[config.mk]
export PLATFORM = sky130hd
export DESIGN_NAME = operand_fetch
export DESIGN_NICKNAME = d
export VERILOG_FILES = /design/src/rtl/operand_fetch.sv
export SDC_FILE = /design/constraint.sdc
export NUM_CORES = 1
export LEC_CHECK = 0
export ABC_CLOCK_PERIOD_IN_PS = 5000
export CORE_ASPECT_RATIO = 1.2
export CORE_MARGIN = 5
export CORE_UTILIZATION = 46
export CTS_BUF_LIST = sky130_fd_sc_hd__clkbuf_16
export DETAILED_ROUTE_END_ITERATION = 8
export PLACE_DENSITY_LB_ADDON = 0.12
export SETUP_SLACK_MARGIN = 0.02
export SYNTH_ARGS = -nofsm -noshare
export SYNTH_HDL_FRONTEND = slang
export SYNTH_SLANG_ARGS = --single-unit
export TNS_END_PERCENT = 5
[constraint.sdc]
create_clock -name clock -period 5 [get_ports clock]
set_input_delay 1 -clock clock [delete_from_list [all_inputs] [get_ports clock]]
set_output_delay 1 -clock clock [all_outputs]
set_load 0.02 [all_outputs]
[src/rtl/operand_fetch.sv]
// Operand-fetch stage: presents register file read addresses on accept, captures
// the registered read data one cycle later with writeback forwarding, and holds it.
module operand_fetch #(
  parameter int ADDR_WIDTH = 8,
  parameter int DATA_WIDTH = 8,
  parameter bit ZERO_REG   = 1'b1
) (
  input  logic                        clock,
  input  logic                        reset,
  input  logic [4+3*ADDR_WIDTH-1:0]   instr,
  input  logic                        instr_valid,
  output logic                        instr_ready,
  output logic [ADDR_WIDTH-1:0]       r1_addr,
  output logic [ADDR_WIDTH-1:0]       r2_addr,
  input  logic [DATA_WIDTH-1:0]       r1_data,
  input  logic [DATA_WIDTH-1:0]       r2_data,
  input  logic                        wb_valid,
  input  logic [ADDR_WIDTH-1:0]       wb_addr,
  input  logic [DATA_WIDTH-1:0]       wb_data,
  input  logic                        flush,
  output logic                        op_valid,
  input  logic                        op_ready,
  output logic [3:0]                  op_opcode,
  output logic [ADDR_WIDTH-1:0]       op_rd,
  output logic [DATA_WIDTH-1:0]       op_a,
  output logic [DATA_WIDTH-1:0]       op_b
);
  // state | meaning
  // IDLE  | no instruction held, ready to accept
  // READ  | read addresses presented last cycle, register file data returns now
  // OUT   | operands valid downstream, waiting for op_ready
  localparam int IW = 4 + 3*ADDR_WIDTH;

  typedef enum logic [1:0] {IDLE = 2'd0, READ = 2'd1, OUT = 2'd2} state_t;

  state_t                  state, state_nxt;
  logic                    accept, capture, hold_upd;
  logic [3:0]              opcode_q;
  logic [ADDR_WIDTH-1:0]   rd_q, rs1_q, rs2_q;
  logic [3:0]              instr_op;
  logic [ADDR_WIDTH-1:0]   instr_rd, instr_rs1, instr_rs2;
  logic                    hit1, hit2;

  assign instr_op  = instr[IW-1 -: 4];
  assign instr_rd  = instr[3*ADDR_WIDTH-1 -: ADDR_WIDTH];
  assign instr_rs1 = instr[2*ADDR_WIDTH-1 -: ADDR_WIDTH];
  assign instr_rs2 = instr[ADDR_WIDTH-1:0];

  function automatic logic is_zero(input logic [ADDR_WIDTH-1:0] rs);
    return ZERO_REG && (rs == '0);
  endfunction

  // Register index 0 wins over a writeback to it; a same-cycle writeback wins over stale read data.
  function automatic logic [DATA_WIDTH-1:0] fwd(
    input logic [ADDR_WIDTH-1:0] rs,
    input logic [DATA_WIDTH-1:0] d,
    input logic                  wv,
    input logic [ADDR_WIDTH-1:0] wa,
    input logic [DATA_WIDTH-1:0] wd
  );
    if (is_zero(rs))          return '0;
    else if (wv && wa == rs)  return wd;
    else                      return d;
  endfunction

  assign hit1     = wb_valid && (wb_addr == rs1_q) && !is_zero(rs1_q);
  assign hit2     = wb_valid && (wb_addr == rs2_q) && !is_zero(rs2_q);
  assign op_valid = (state == OUT);
  assign r1_addr  = accept ? instr_rs1 : rs1_q;
  assign r2_addr  = accept ? instr_rs2 : rs2_q;

  always_comb begin
    state_nxt   = state;
    instr_ready = 1'b0;
    capture     = 1'b0;
    hold_upd    = 1'b0;
    case (state)
      IDLE: instr_ready = 1'b1;
      READ: begin
        capture   = 1'b1;
        state_nxt = OUT;
      end
      OUT: begin
        instr_ready = op_ready;
        hold_upd    = 1'b1;
        if (op_ready) state_nxt = IDLE;
      end
      default: state_nxt = IDLE;
    endcase
    if (flush) begin
      instr_ready = 1'b0;
      capture     = 1'b0;
      hold_upd    = 1'b0;
      state_nxt   = IDLE;
    end
    accept = instr_valid && instr_ready;
    if (accept) state_nxt = READ;
  end

  always_ff @(posedge clock) begin
    if (reset) begin
      state     <= IDLE;
      opcode_q  <= '0;
      rd_q      <= '0;
      rs1_q     <= '0;
      rs2_q     <= '0;
      op_opcode <= '0;
      op_rd     <= '0;
      op_a      <= '0;
      op_b      <= '0;
    end else begin
      state <= state_nxt;
      if (accept) begin
        opcode_q <= instr_op;
        rd_q     <= instr_rd;
        rs1_q    <= instr_rs1;
        rs2_q    <= instr_rs2;
      end
      if (capture) begin
        op_opcode <= opcode_q;
        op_rd     <= rd_q;
        op_a      <= fwd(rs1_q, r1_data, wb_valid, wb_addr, wb_data);
        op_b      <= fwd(rs2_q, r2_data, wb_valid, wb_addr, wb_data);
      end else if (hold_upd) begin
        // Held operands track writebacks so a stalled consumer never sees stale data.
        if (hit1) op_a <= wb_data;
        if (hit2) op_b <= wb_data;
      end
    end
  end
endmodule

* Word-level counts from Yosys, hierarchy flattened
Cells that the tools add are included. Widths: inputs -> output; s select.
Word-level totals: register bits 58
Operators by class: eq/ne operators 7, multiplexer cells 22, bitwise operators 1, reductions and logical operators 18
Operators with widths (number):
- $mux 8 | 12
- $eq 8x8->1 | 2
- $logic_not 8->1 | 2
- $reduce_and 2->1 | 4
- $mux 1 | 7
- $pmux 2 s3 | 1
- $reduce_bool 2->1 | 3
- $logic_and 1x1->1 | 5
- $ne 4x2->1 const B | 1
- $ne 3x3->1 const B | 1
- $reduce_or 3->1 | 1
- $eq 2x1->1 const B | 1
- $eq 2x2->1 const B | 1
- $logic_not 1->1 | 2
- $logic_not 2->1 | 1
- $mux 2 | 1
- $ne 2x1->1 const B | 1
- $pmux 1 s2 | 1
- $not 1->1 | 1

* Logic depth before layout (Yosys ltp)
Gate-level depths: netlist (run 1).
depth in word-level cells 6, depth in mapped cells 8, mapped depth without buffers 5

* Worst setup path before layout (run 1)
No wires, ideal clock.
kind input to output, start point in op_ready, end point out r1_addr[1], arrival time 2582 ps, data required time 4000 ps, setup slack 1418 ps, stages 6, buffers on the path 2, cells stage by stage nor2b_1 nor3_1 and2_1 buf_2 buf_2 mux2_2
Between the ends: cells in the longest elaborated chain, start to end 4
RTL lines:
- start: declaration | line 22 | input logic op_ready,
- $pmux 1 s2 | line 77 | case (state)
- $mux 1 | line 90 | if (flush) begin
- net instr_ready | line 12 | output logic instr_ready,
- $logic_and 1x1->1 | line 96 | accept = instr_valid && instr_ready;
- $mux 8
- end: declaration | line 13 | output logic [ADDR_WIDTH-1:0] r1_addr,
The timed path passes the listed nets, and every way through them passes these cells.

* Worst setup path after layout (run 1)
start point in flush, end point out r1_addr[4]
Between the ends: cells in the longest elaborated chain, start to end 3
RTL lines:
- start: declaration | line 20 | input logic flush,
- $mux 1 | line 90
- $logic_and 1x1->1 | line 96
- $mux 8
Every way passes these cells.

==> impl_summary.txt, run 1 <==
----------------------------------------------------
[Timing]
  Actual slew at the worst max-slew pin ... 1.06 ns
  Worst hold margin ... 0.450 ns
  Setup Skew ... between 0.005 and 0.006 ns
  Final setup violating endpoints ... 0
  Final setup slack of the worst path ... 0.709 ns
  Unrepaired setup endpoints after global routing ... false
  Tcrit/Tclk final ... 85.8%
  Post-layout minimum cycle time ... 4.29 ns
  Final count of hold timing violations ... 0
  Pins Over Slew Limit ... 0
  Peak clock frequency supported by timing ... 233 MHz
  Worst rel slew slack ... 29.0%
  Total Negative Setup Slacks ... 0 ns

[Yosys]
  Number of warnings printed during yosys synthesis ... 0
  Cell count after synthesis ... between 300 and 400
  Library cells used by synthesis ... 33
  Mean area per synthesized cell ... 8.60 µm²
  Netlist area before placement ... 2670 µm²
  Sequential-to-total area share from yosys stat ... 43.4%
  Post-synthesis sequential element count ... 58
  Syn nets ... 377

[Layout]
  Post-layout net count ... 482
  Final cell count without fillers ... around 500
  Design Area, Final ... ~4100 µm²
  Syn-to-layout area delta ... 53.2%
  Final antenna diode count ... 0
  Multi-input logic area ... 1400 µm²
  Commonest cells after routing, fill and taps aside ... sky130_fd_sc_hd__clkdlybuf4s50_1 (110), sky130_fd_sc_hd__dfxtp_1 (58), sky130_fd_sc_hd__nand2_1 (51)
  Fraction of layout cells with a size suffix above 1 ... 12.4%
  Layout filler cell count ... roughly 440
  Commonest non-fill, non-tap cell in the layout ... sky130_fd_sc_hd__clkdlybuf4s50_1
  Combined flip-flop and latch cell area ... between 1000 and 1500 µm²

[Detailed routing]
  Number of routed nets with antenna violations ... 0
  Routed length per placed instance ... between 15 and 20 µm
  Detailed-router iteration count before antenna repair ... 4
  # DRC ... 0
  Vias after detailed routing ... 2582
  Via count normalized by instance count ... 5.15
  First-iteration detailed-routing DRC count ... around 150
  Total Routed Length ... 7780 µm

[Clock tree]
  Number of clock buffers inserted by TritonCTS ... 9
  Hold bufs inserted after CTS ... 0
  Buffer levels on the longest clock path ... 2
  Total clock sinks ... 58
  Clk_lat worst skew ... 0.32 ns
  Clock Pin Slew Worst Setup and Hold Paths ... 0.05 ns
  Post-CTS setup-driven buffer insertion count ... 0
  H-tree lvl count ... 3
  Clock root buffer ... sky130_fd_sc_hd__clkbuf_16
  Resized cells post-CTS ... 0
  Clock tree from TritonCTS ... built

[Die]
  Chip height ... 93.5 µm
  Initial Utilization ... 47.2%
  I/O pins ... between 100 and 150
  Die footprint ... 7440 µm²
  Rows ... 30
  Placeable Area ... 5670 µm²
  Die Wd ... 79.6 µm

[Place]
  Detailed Place HPWL ... about 5700 µm
  Post-Place Worst Slack ... 0.721 ns
  Gpl congestion ... 0.804
  Placed instance count ... roughly 490
  Instance area after placement ... roughly 3800 µm²
  Number of I/O port buffers ... 111

[Worst setup path]
  Worst reg-to-reg path cell count ... 5
  Reg2Reg Capture Point ... op_b[7]
  Crit path capture ... r1_addr[4]
  Startpoint kind of the worst setup timing path ... input pin
  Worst setup path startpoint ... flush
  Type of element capturing the critical path ... output port
  Crit Reg-Reg Startpoint ... state[1]
  Reg2Reg Setup Slack ... 2.79 ns
  Data arrival at the endpoint of the critical path ... 3.29 ns
  Peak fanout along the critical path ... 15
  CP Class ... in2out
  Required time at the endpoint of the critical path ... 4.00 ns

[Power and ir drop]
  Cell Pwr Density ... between 300 and 400 nW/µm²
  VDD IR max ... roughly 0.24 mV
  Leakage Power ... 1.51 nW

[GRT]
  Global-route usage over all layers ... 21.4%
  First-pass GRT wire length ... 12400 µm
  Vias in the first global route ... between 2000 and 3000
  Congestion Overflow GR ... 0
  Antenna violations before repair ... 0
  Largest net degree at the start of global routing ... 59

[Run status]
  Outcome ... completed

[Run]
  Maximum capacitance violations ... 0

[Min path]
  Hold/Removal Path Class ... reg2reg

----------------------------------------------------
==> state kept, by name, summed over array words and instances, names as in the netlist <==
signal,flops
op_b,8
rs2_q,8
opcode_q,4
rs1_q,8
rd_q,8
op_opcode,4
state,2
op_a,8
op_rd,8
==> synthesized netlist by cell type <==
cell type | instances | area, µm²
sky130_fd_sc_hd__a2111oi_1 | 1 | 10.0
sky130_fd_sc_hd__a2111oi_2 | 1 | 15.0
sky130_fd_sc_hd__a21boi_1 | 1 | 7.51
sky130_fd_sc_hd__a21oi_1 | 49 | 245
sky130_fd_sc_hd__and2_1 | 4 | 25.0
sky130_fd_sc_hd__and3_1 | 2 | 12.5
sky130_fd_sc_hd__buf_1 | 3 | 11.3
sky130_fd_sc_hd__buf_2 | 6 | 30.0
sky130_fd_sc_hd__clkbuf_1 | 11 | 41.3
sky130_fd_sc_hd__dfxtp_1 | 58 | 1160
sky130_fd_sc_hd__inv_1 | 9 | 33.8
sky130_fd_sc_hd__mux2_2 | 16 | 180
sky130_fd_sc_hd__mux2i_1 | 2 | 20.0
sky130_fd_sc_hd__nand2_1 | 51 | 191
sky130_fd_sc_hd__nand2b_1 | 2 | 12.5
sky130_fd_sc_hd__nand3_1 | 1 | 5.00
sky130_fd_sc_hd__nand4_1 | 2 | 12.5
sky130_fd_sc_hd__nand4b_1 | 1 | 8.76
sky130_fd_sc_hd__nor2_1 | 18 | 67.6
sky130_fd_sc_hd__nor2b_1 | 17 | 106
sky130_fd_sc_hd__nor3_1 | 4 | 20.0
sky130_fd_sc_hd__nor3b_1 | 2 | 15.0
sky130_fd_sc_hd__nor3b_2 | 1 | 12.5
sky130_fd_sc_hd__nor4_1 | 5 | 31.3
sky130_fd_sc_hd__o21a_1 | 7 | 52.6
sky130_fd_sc_hd__o21ai_0 | 2 | 10.0
sky130_fd_sc_hd__o21bai_1 | 1 | 7.51
sky130_fd_sc_hd__o221a_2 | 14 | 158
sky130_fd_sc_hd__or2b_1 | 1 | 7.51
sky130_fd_sc_hd__or3_1 | 2 | 12.5
sky130_fd_sc_hd__or4b_1 | 1 | 10.0
sky130_fd_sc_hd__xnor2_1 | 9 | 78.8
sky130_fd_sc_hd__xor2_1 | 7 | 61.3
==> metrics by stage <==
stage                     power, mW  utilization, %
after detailed placement      0.707            67.5
final                          1.25            72.3
after global placement        0.704            67.5
after CTS                      1.25            72.3
after floorplan               0.603               -
after global routing           1.30            72.3
==> logic make-up (layout without fill, tap and decap cells) <==
group / after synthesis / after routing / share of synthesized area [%]
compound gates: 76 / 76 / 18.9
xor+xnor: 16 / 16 / 5.24
buf+inv: 29 / 139 / 4.35
flops: 58 / 58 / 43.4
mux: 18 / 18 / 7.49
simple gates: 114 / 114 / 20.6
==> report_power, final <==
part	switching [mW]	internal, mW	total (mW)
clock	0.216	0.332	0.548
combinational	0.0927	0.114	0.206
sequential	0.0118	0.479	0.491
==> how the worst min path moves through the flow <==
stage | from | end | depth (start not counted)
final | rd_q[1] | op_rd[1] | 2
after global routing | opcode_q[2] | op_opcode[2] | 2
after CTS | opcode_q[2] | op_opcode[2] | 2
after detailed placement | op_rd[5] | op_rd[5] | 2
after global placement | opcode_q[2] | op_opcode[2] | 2
after floorplan | opcode_q[0] | op_opcode[0] | 2
==> layout make-up <==
type | count | area share [%]
Inverter | 9 | 0.825
Clock inverter | 7 | 1.10
Multi-Input combinational cell | 224 | 34.2
Timing Repair Buffer | 114 | 27.6
Sequential cell | 58 | 28.4
Clock buffer | 9 | 5.50
Tap cell | 80 | 2.44
==> layer usage <==
layer | vias to the layer above | track usage [%] | part of all wire (%)
met5 | - | 0 | 0
met2 | 100 | 36.0 | 49
met1 | 1170 | 25.7 | 41
met3 | 21 | 4.53 | 6.7
met4 | 0 | 9.89 | 2.8
li1 | 1291 | - | -
==> worst max-delay path, cell delays in order <==
cell                              delay (ns)
sky130_fd_sc_hd__clkdlybuf4s50_1        0.53
sky130_fd_sc_hd__nor3_1                 0.39
sky130_fd_sc_hd__nand2_1                0.39
sky130_fd_sc_hd__mux2_2                 0.34
sky130_fd_sc_hd__clkdlybuf4s50_1        0.64
Power figures use the tool's default switching activity.
==> run 2, diff against run 1 <==
--- a/config.mk
+++ b/config.mk
@@ -7,7 +7,6 @@
 export LEC_CHECK = 0
 export ABC_CLOCK_PERIOD_IN_PS = 5000
 export CORE_ASPECT_RATIO = 1.2
-export CORE_MARGIN = 5
 export CORE_UTILIZATION = 46
 export CTS_BUF_LIST = sky130_fd_sc_hd__clkbuf_16
 export DETAILED_ROUTE_END_ITERATION = 8
==> run 2 against run 1 <==
Effect of this change:
- worst hold slack better by 0.0025 ns
- worst setup slack worse by 0.17 ns
- cell count is 3.4% lower
- power is 13% higher
- cell area is 1.3% higher
- critical path depth stayed put
- largest cell class unchanged
- die area is 18% lower
- first-iteration DRC count is 3.4% higher
- sequential cell count stayed put
- sequential power hardly changed
- critical path type unchanged
==> impl_summary.txt, run 2 (same netlist as run 1, synthesis figures left out) <==
----------------------------------------------------
[Layout]
  Post-layout net count ... 481 (was 482)
  Commonest cells after routing, fill and taps aside ... sky130_fd_sc_hd__clkdlybuf4s50_1 (110), sky130_fd_sc_hd__dfxtp_1 (58), sky130_fd_sc_hd__nand2_1 (51) (unchanged)
  Fraction of layout cells with a size suffix above 1 ... 12.4% (about the same)
  Commonest non-fill, non-tap cell in the layout ... sky130_fd_sc_hd__clkdlybuf4s50_1 (unchanged)
  Design Area, Final ... 4150 µm² (was 4100 µm²)
  Syn-to-layout area delta ... 55.1% (was 53.2%)
  Final cell count without fillers ... 484 (was 501)
  Final antenna diode count ... 0 (unchanged)
  Layout filler cell count ... 434 (was 439)

[Clock tree]
  Number of clock buffers inserted by TritonCTS ... 9 (unchanged)
  Clock root buffer ... sky130_fd_sc_hd__clkbuf_16 (unchanged)
  Clock tree from TritonCTS ... built (unchanged)
  Resized cells post-CTS ... 0 (unchanged)
  Post-CTS setup-driven buffer insertion count ... 0 (unchanged)
  Clk_lat worst skew ... 0.32 ns (about the same)
  Buffer levels on the longest clock path ... 2 (unchanged)
  Clock Pin Slew Worst Setup and Hold Paths ... 0.05 ns (about the same)
  Hold bufs inserted after CTS ... 0 (unchanged)
  H-tree lvl count ... 3 (unchanged)
  Total clock sinks ... 58 (unchanged)

[Detailed routing]
  Total Routed Length ... 7120 µm (was 7780 µm)
  Via count normalized by instance count ... 5.36 (was 5.15)
  Detailed-router iteration count before antenna repair ... 4 (unchanged)
  Vias after detailed routing ... 2595 (was 2582)
  # DRC ... 0 (unchanged)
  Number of routed nets with antenna violations ... 0 (unchanged)
  First-iteration detailed-routing DRC count ... 152 (was 147)
  Routed length per placed instance ... 14.7 µm (was 15.5 µm)

[Worst setup path]
  Required time at the endpoint of the critical path ... 4.00 ns (about the same)
  Data arrival at the endpoint of the critical path ... 3.46 ns (was 3.29 ns)
  Peak fanout along the critical path ... 15 (unchanged)
  CP Class ... in2out (unchanged)
  Type of element capturing the critical path ... output port (unchanged)
  Startpoint kind of the worst setup timing path ... input pin (unchanged)

[Min path]
  Hold/Removal Path Class ... reg2reg (unchanged)

[Timing]
  Tcrit/Tclk final ... 89.3% (was 85.8%)
  Worst rel slew slack ... 30.8% (was 29.0%)
  Final setup violating endpoints ... 0 (unchanged)
  Actual slew at the worst max-slew pin ... 1.04 ns (was 1.06 ns)
  Final setup slack of the worst path ... 0.536 ns (was 0.709 ns)
  Setup Skew ... 0.00482 ns (was 0.00593 ns)
  Pins Over Slew Limit ... 0 (unchanged)
  Post-layout minimum cycle time ... 4.46 ns (was 4.29 ns)
  Unrepaired setup endpoints after global routing ... false (unchanged)
  Total Negative Setup Slacks ... 0 ns (unchanged)
  Final count of hold timing violations ... 0 (unchanged)
  Peak clock frequency supported by timing ... 224 MHz (was 233 MHz)

[Die]
  Chip height ... 85.5 µm (was 93.5 µm)
  Initial Utilization ... 47.5% (was 47.2%)
  Rows ... 30 (unchanged)
  Die Wd ... 71.6 µm (was 79.6 µm)
  Placeable Area ... 5630 µm² (was 5670 µm²)
  Die footprint ... 6120 µm² (was 7440 µm²)
  I/O pins ... 112 (unchanged)

[Power and ir drop]
  Cell Pwr Density ... 339 nW/µm² (was 304 nW/µm²)
  Total Power Consumption ... 1.41 mW (was 1.25 mW)
  Leakage Power ... 1.55 nW (was 1.51 nW)
  VDD IR max ... 0.282 mV (was 0.237 mV)

[Place]
  Placed instance count ... 468 (was 485)
  Gpl congestion ... 0.740 (was 0.804)
  Post-Place Worst Slack ... 0.544 ns (was 0.721 ns)
  Detailed Place HPWL ... 5060 µm (was 5690 µm)
  Number of I/O port buffers ... 111 (unchanged)
  Instance area after placement ... 3800 µm² (was 3820 µm²)

[GRT]
  Vias in the first global route ... 2433 (was 2628)
  Global-route usage over all layers ... 24.3% (was 21.4%)
  Antenna violations before repair ... 0 (unchanged)
  First-pass GRT wire length ... 11500 µm (was 12400 µm)
  Congestion Overflow GR ... 0 (unchanged)
  Largest net degree at the start of global routing ... 59 (unchanged)

[Run]
  Maximum capacitance violations ... 0 (unchanged)

[Run status]
  Outcome ... completed (unchanged)

----------------------------------------------------
-- run 2: cell count changes in the layout (fill, tap and decap cells not counted) --
cell and change:
sky130_fd_sc_hd__clkinv_4 +2, sky130_fd_sc_hd__bufinv_16 +3, sky130_fd_sc_hd__clkinv_1 -1, sky130_fd_sc_hd__buf_4 -1
sky130_fd_sc_hd__clkinv_2 -2, sky130_fd_sc_hd__clkinvlp_4 -3, sky130_fd_sc_hd__inv_6 +1
-- run 2: through the flow --
stage | hold slack (ns) | utilization [%]
3_5_place_dp | 0.446 | 67.4
3_3_place_gp | 0.437 | 67.4
5_1_grt | 0.467 | 73.7
6_report | 0.453 | 73.7
4_1_cts | 0.453 | 73.7
2_1_floorplan | 0.432 | -
-- run 2: worst max-delay path, cell delays in order --
cell and delay (ns):
sky130_fd_sc_hd__clkdlybuf4s50_1 0.53, sky130_fd_sc_hd__nor3_1 0.36, sky130_fd_sc_hd__and2_1 0.60, sky130_fd_sc_hd__mux2_2 0.42
sky130_fd_sc_hd__clkdlybuf4s50_1 0.55
-- run 2: power breakdown --
part | switching (mW) | total (mW) | leakage, nW | internal (mW)
Sequential | 0.0117 | 0.491 | 0.472 | 0.479
Combinational | 0.0924 | 0.206 | 0.912 | 0.113
Clock | 0.219 | 0.710 | 0.171 | 0.491
-- run 2: worst paths after layout --
| kind | from | to | slack [ns] | depth (start not counted) |
|---|---|---|---|---|
| max | flush | r1_addr[3] | 0.54 | 5 |
| min | rd_q[1] | op_rd[1] | 0.45 | 2 |
| max reg2reg | state[1] | op_b[7] | 2.90 | 5 |
| min reg2reg | rd_q[1] | op_rd[1] | 0.45 | 2 |
-- run 2: cell type report --
cell class / instances / area (µm²) / share of cell area, %
clock inverter: 7 / 125 / 3.02
timing repair buffer: 113 / 1120 / 27.0
inverter: 9 / 33.8 / 0.814
clock buffer: 9 / 225 / 5.43
tap: 64 / 80.1 / 1.93
multi-input combinational: 224 / 1400 / 33.8
sequential: 58 / 1160 / 28.0
-- run 2: routing by layer --
metal / track usage, % / vias up / share of wire (%)
met1: 28.4 / 1207 / 42
li1: - / 1296 / -
met5: 0 / - / 0
met3: 7.29 / 6 / 6.2
met2: 41.4 / 86 / 50
met4: 10.3 / 0 / 1.0
==> run 3, diff against run 2 <==
--- a/config.mk
+++ b/config.mk
@@ -7,6 +7,7 @@
 export LEC_CHECK = 0
 export ABC_CLOCK_PERIOD_IN_PS = 5000
 export CORE_ASPECT_RATIO = 1.2
+export CORE_MARGIN = 2
 export CORE_UTILIZATION = 46
 export CTS_BUF_LIST = sky130_fd_sc_hd__clkbuf_16
 export DETAILED_ROUTE_END_ITERATION = 8
==> run 3 against run 2 <==
Effect of this change:
- cell area down 1.4%
- sequential power hardly changed
- non-clock buffer count is 1 higher
- worst setup slack got worse by 0.044 ns
- routed wire length is 2.6% higher
- first-iteration DRC count is 15% lower
- register-to-register slack got worse by 0.09 ns
- worst hold slack lost 0.0023 ns
- sequential share of layout area rose by 0.39 points
- clock skew is essentially flat
- sequential cell count unchanged
==> impl_summary.txt, run 3 (same netlist as run 1, synthesis figures left out) <==
----------------------------------------------------
[Layout]
  Commonest cells after routing, fill and taps aside ... sky130_fd_sc_hd__clkdlybuf4s50_1 (110), sky130_fd_sc_hd__dfxtp_1 (58), sky130_fd_sc_hd__nand2_1 (51) (unchanged)
  Final cell count without fillers ... 485 (was 484)
  Final antenna diode count ... 0 (unchanged)
  Layout filler cell count ... 451 (was 434)
  Fraction of layout cells with a size suffix above 1 ... 11.9% (was 12.4%)
  Commonest non-fill, non-tap cell in the layout ... sky130_fd_sc_hd__clkdlybuf4s50_1 (unchanged)
  Syn-to-layout area delta ... 53.0% (was 55.1%)
  Post-layout net count ... 482 (was 481)

[Worst setup path]
  Peak fanout along the critical path ... 16 (was 15)
  Most common cell type on the critical path ... sky130_fd_sc_hd__clkdlybuf4s50_1 (unchanged)
  Data arrival at the endpoint of the critical path ... 3.51 ns (was 3.46 ns)
  Crit Reg-Reg Startpoint ... rs1_q[5] (was state[1])
  Worst setup path startpoint ... flush (unchanged)
  CP Class ... in2out (unchanged)
  Master of the slowest instance on the critical path ... sky130_fd_sc_hd__and2_1 (unchanged)
  Required time at the endpoint of the critical path ... 4.00 ns (about the same)
  Type of element capturing the critical path ... output port (unchanged)
  Cell breakdown of the critical path ... clkdlybuf4s50_1, nor3_1, and2_1, mux2_2, clkdlybuf4s50_1 (unchanged)
  Startpoint kind of the worst setup timing path ... input pin (unchanged)
  Largest stage delay, worst path ... 0.63 ns (was 0.60 ns)

[Timing]
  Post-layout minimum cycle time ... 4.51 ns (was 4.46 ns)
  Tcrit/Tclk final ... 90.2% (was 89.3%)
  Pins Over Slew Limit ... 0 (unchanged)
  Setup Skew ... 0.00511 ns (was 0.00482 ns)
  Final count of hold timing violations ... 0 (unchanged)
  Unrepaired setup endpoints after global routing ... false (unchanged)
  Worst rel slew slack ... 28.1% (was 30.8%)
  Final setup violating endpoints ... 0 (unchanged)
  Peak clock frequency supported by timing ... 222 MHz (was 224 MHz)
  Actual slew at the worst max-slew pin ... 1.08 ns (was 1.04 ns)
  Total Negative Setup Slacks ... 0 ns (unchanged)

[Clock tree]
  Total clock sinks ... 58 (unchanged)
  Buffer levels on the longest clock path ... 2 (unchanged)
  Number of clock buffers inserted by TritonCTS ... 9 (unchanged)
  Clock root buffer ... sky130_fd_sc_hd__clkbuf_16 (unchanged)
  Post-CTS setup-driven buffer insertion count ... 0 (unchanged)
  H-tree lvl count ... 3 (unchanged)
  Hold bufs inserted after CTS ... 0 (unchanged)
  Clock tree from TritonCTS ... built (unchanged)
  Clock Pin Slew Worst Setup and Hold Paths ... 0.05 ns (about the same)
  Resized cells post-CTS ... 0 (unchanged)
  Clk_lat worst skew ... 0.32 ns (about the same)

[GRT]
  First-pass GRT wire length ... 11200 µm (was 11500 µm)
  Met2 Resource Use GR ... 37.0% (was 41.4%)
  Met3 usage ... 5.09% (was 7.29%)
  Congestion Overflow GR ... 0 (unchanged)
  Largest net degree at the start of global routing ... 59 (unchanged)
  Vias in the first global route ... 2389 (was 2433)
  Met1 track demand over resource ... 27.9% (was 28.4%)
  Global-route usage over all layers ... 22.8% (was 24.3%)
  Most used routing layer ... met2 (unchanged)
  Antenna violations before repair ... 0 (unchanged)

[Die]
  Placeable Area ... 5630 µm² (unchanged)
  I/O pins ... 112 (unchanged)
  Die footprint ... 6440 µm² (was 6120 µm²)
  Rows ... 30 (unchanged)
  Die Wd ... 73.6 µm (was 71.6 µm)
  Initial Utilization ... 47.5% (unchanged)
  Chip height ... 87.5 µm (was 85.5 µm)

[Detailed routing]
  Vias after detailed routing ... 2615 (was 2595)
  First-iteration detailed-routing DRC count ... 129 (was 152)
  Total Routed Length ... 7310 µm (was 7120 µm)
  Number of routed nets with antenna violations ... 0 (unchanged)
  Detailed-router iteration count before antenna repair ... 4 (unchanged)
  Via count normalized by instance count ... 5.39 (was 5.36)
  # DRC ... 0 (unchanged)
  Routed length per placed instance ... 15.1 µm (was 14.7 µm)

[Min path]
  Hold/Removal Path Class ... reg2reg (unchanged)
  Startpoint of the worst hold path ... rd_q[0] (was rd_q[1])

[Power and ir drop]
  Leakage Power ... 1.53 nW (was 1.55 nW)
  VDD IR max ... 0.226 mV (was 0.282 mV)
  Cell Pwr Density ... 313 nW/µm² (was 339 nW/µm²)

[Run]
  Maximum capacitance violations ... 0 (unchanged)

[Run status]
  Outcome ... completed (unchanged)

[Place]
  Placed instance count ... 469 (was 468)
  Detailed Place HPWL ... 5160 µm (was 5060 µm)
  Gpl congestion ... 0.782 (was 0.740)
  Number of I/O port buffers ... 111 (unchanged)

----------------------------------------------------
==> run 3: cell type report <==
class                           instances  area [µm²]  share of cell area (%)
Multi-Input combinational cell        224        1400                    34.3
Inverter                                9        33.8                   0.826
Timing Repair Buffer                  114        1130                    27.6
Tap cell                               64        80.1                    1.96
Clock inverter                          7        61.3                    1.50
Clock buffer                            9         225                    5.50
Sequential cell                        58        1160                    28.4
==> run 3: routing by layer <==
layer | routed length [µm] | vias to the layer above | share of wire (%)
met4 | 186 | 0 | 2.5
li1 | - | 1286 | -
met5 | 0 | - | 0
met1 | 3120 | 1206 | 43
met3 | 524 | 15 | 7.2
met2 | 3480 | 108 | 48
==> run 3: metrics by stage <==
step / util [%] / area (µm²) / total power [mW] / worst slack, ns / hold WS, ns
final: 72.7 / 4090 / 1.28 / 0.492 / 0.450
after global routing: 72.7 / 4090 / 1.32 / 0.340 / 0.468
after CTS: 72.7 / 4090 / 1.29 / 0.471 / 0.448
after detailed placement: 67.6 / 3800 / 0.706 / 0.497 / 0.446
after global placement: 67.6 / 3800 / 0.702 / 0.589 / 0.436
after floorplan: - / 2670 / 0.603 / 1.42 / 0.432
==> run 3: critical path: cells and delay by family <==
kind	cells	cell delay (ns)
muxes	1	0.42
and+or+nand+nor	2	0.98
buffers and inverters	2	1.09
==> run 3: report_power, final <==
part,internal (mW),switching (mW)
Sequential,0.480,0.0119
Combinational,0.114,0.0928
Clock,0.378,0.203
==> run 3: final timing paths <==
kind | to | slack [ns] | cells after the start
worst max-delay path | r1_addr[3] | 0.49 | 5
worst min-delay path | op_rd[0] | 0.45 | 2
worst max register to register | op_a[3] | 2.81 | 5
worst min register to register | op_rd[0] | 0.45 | 2
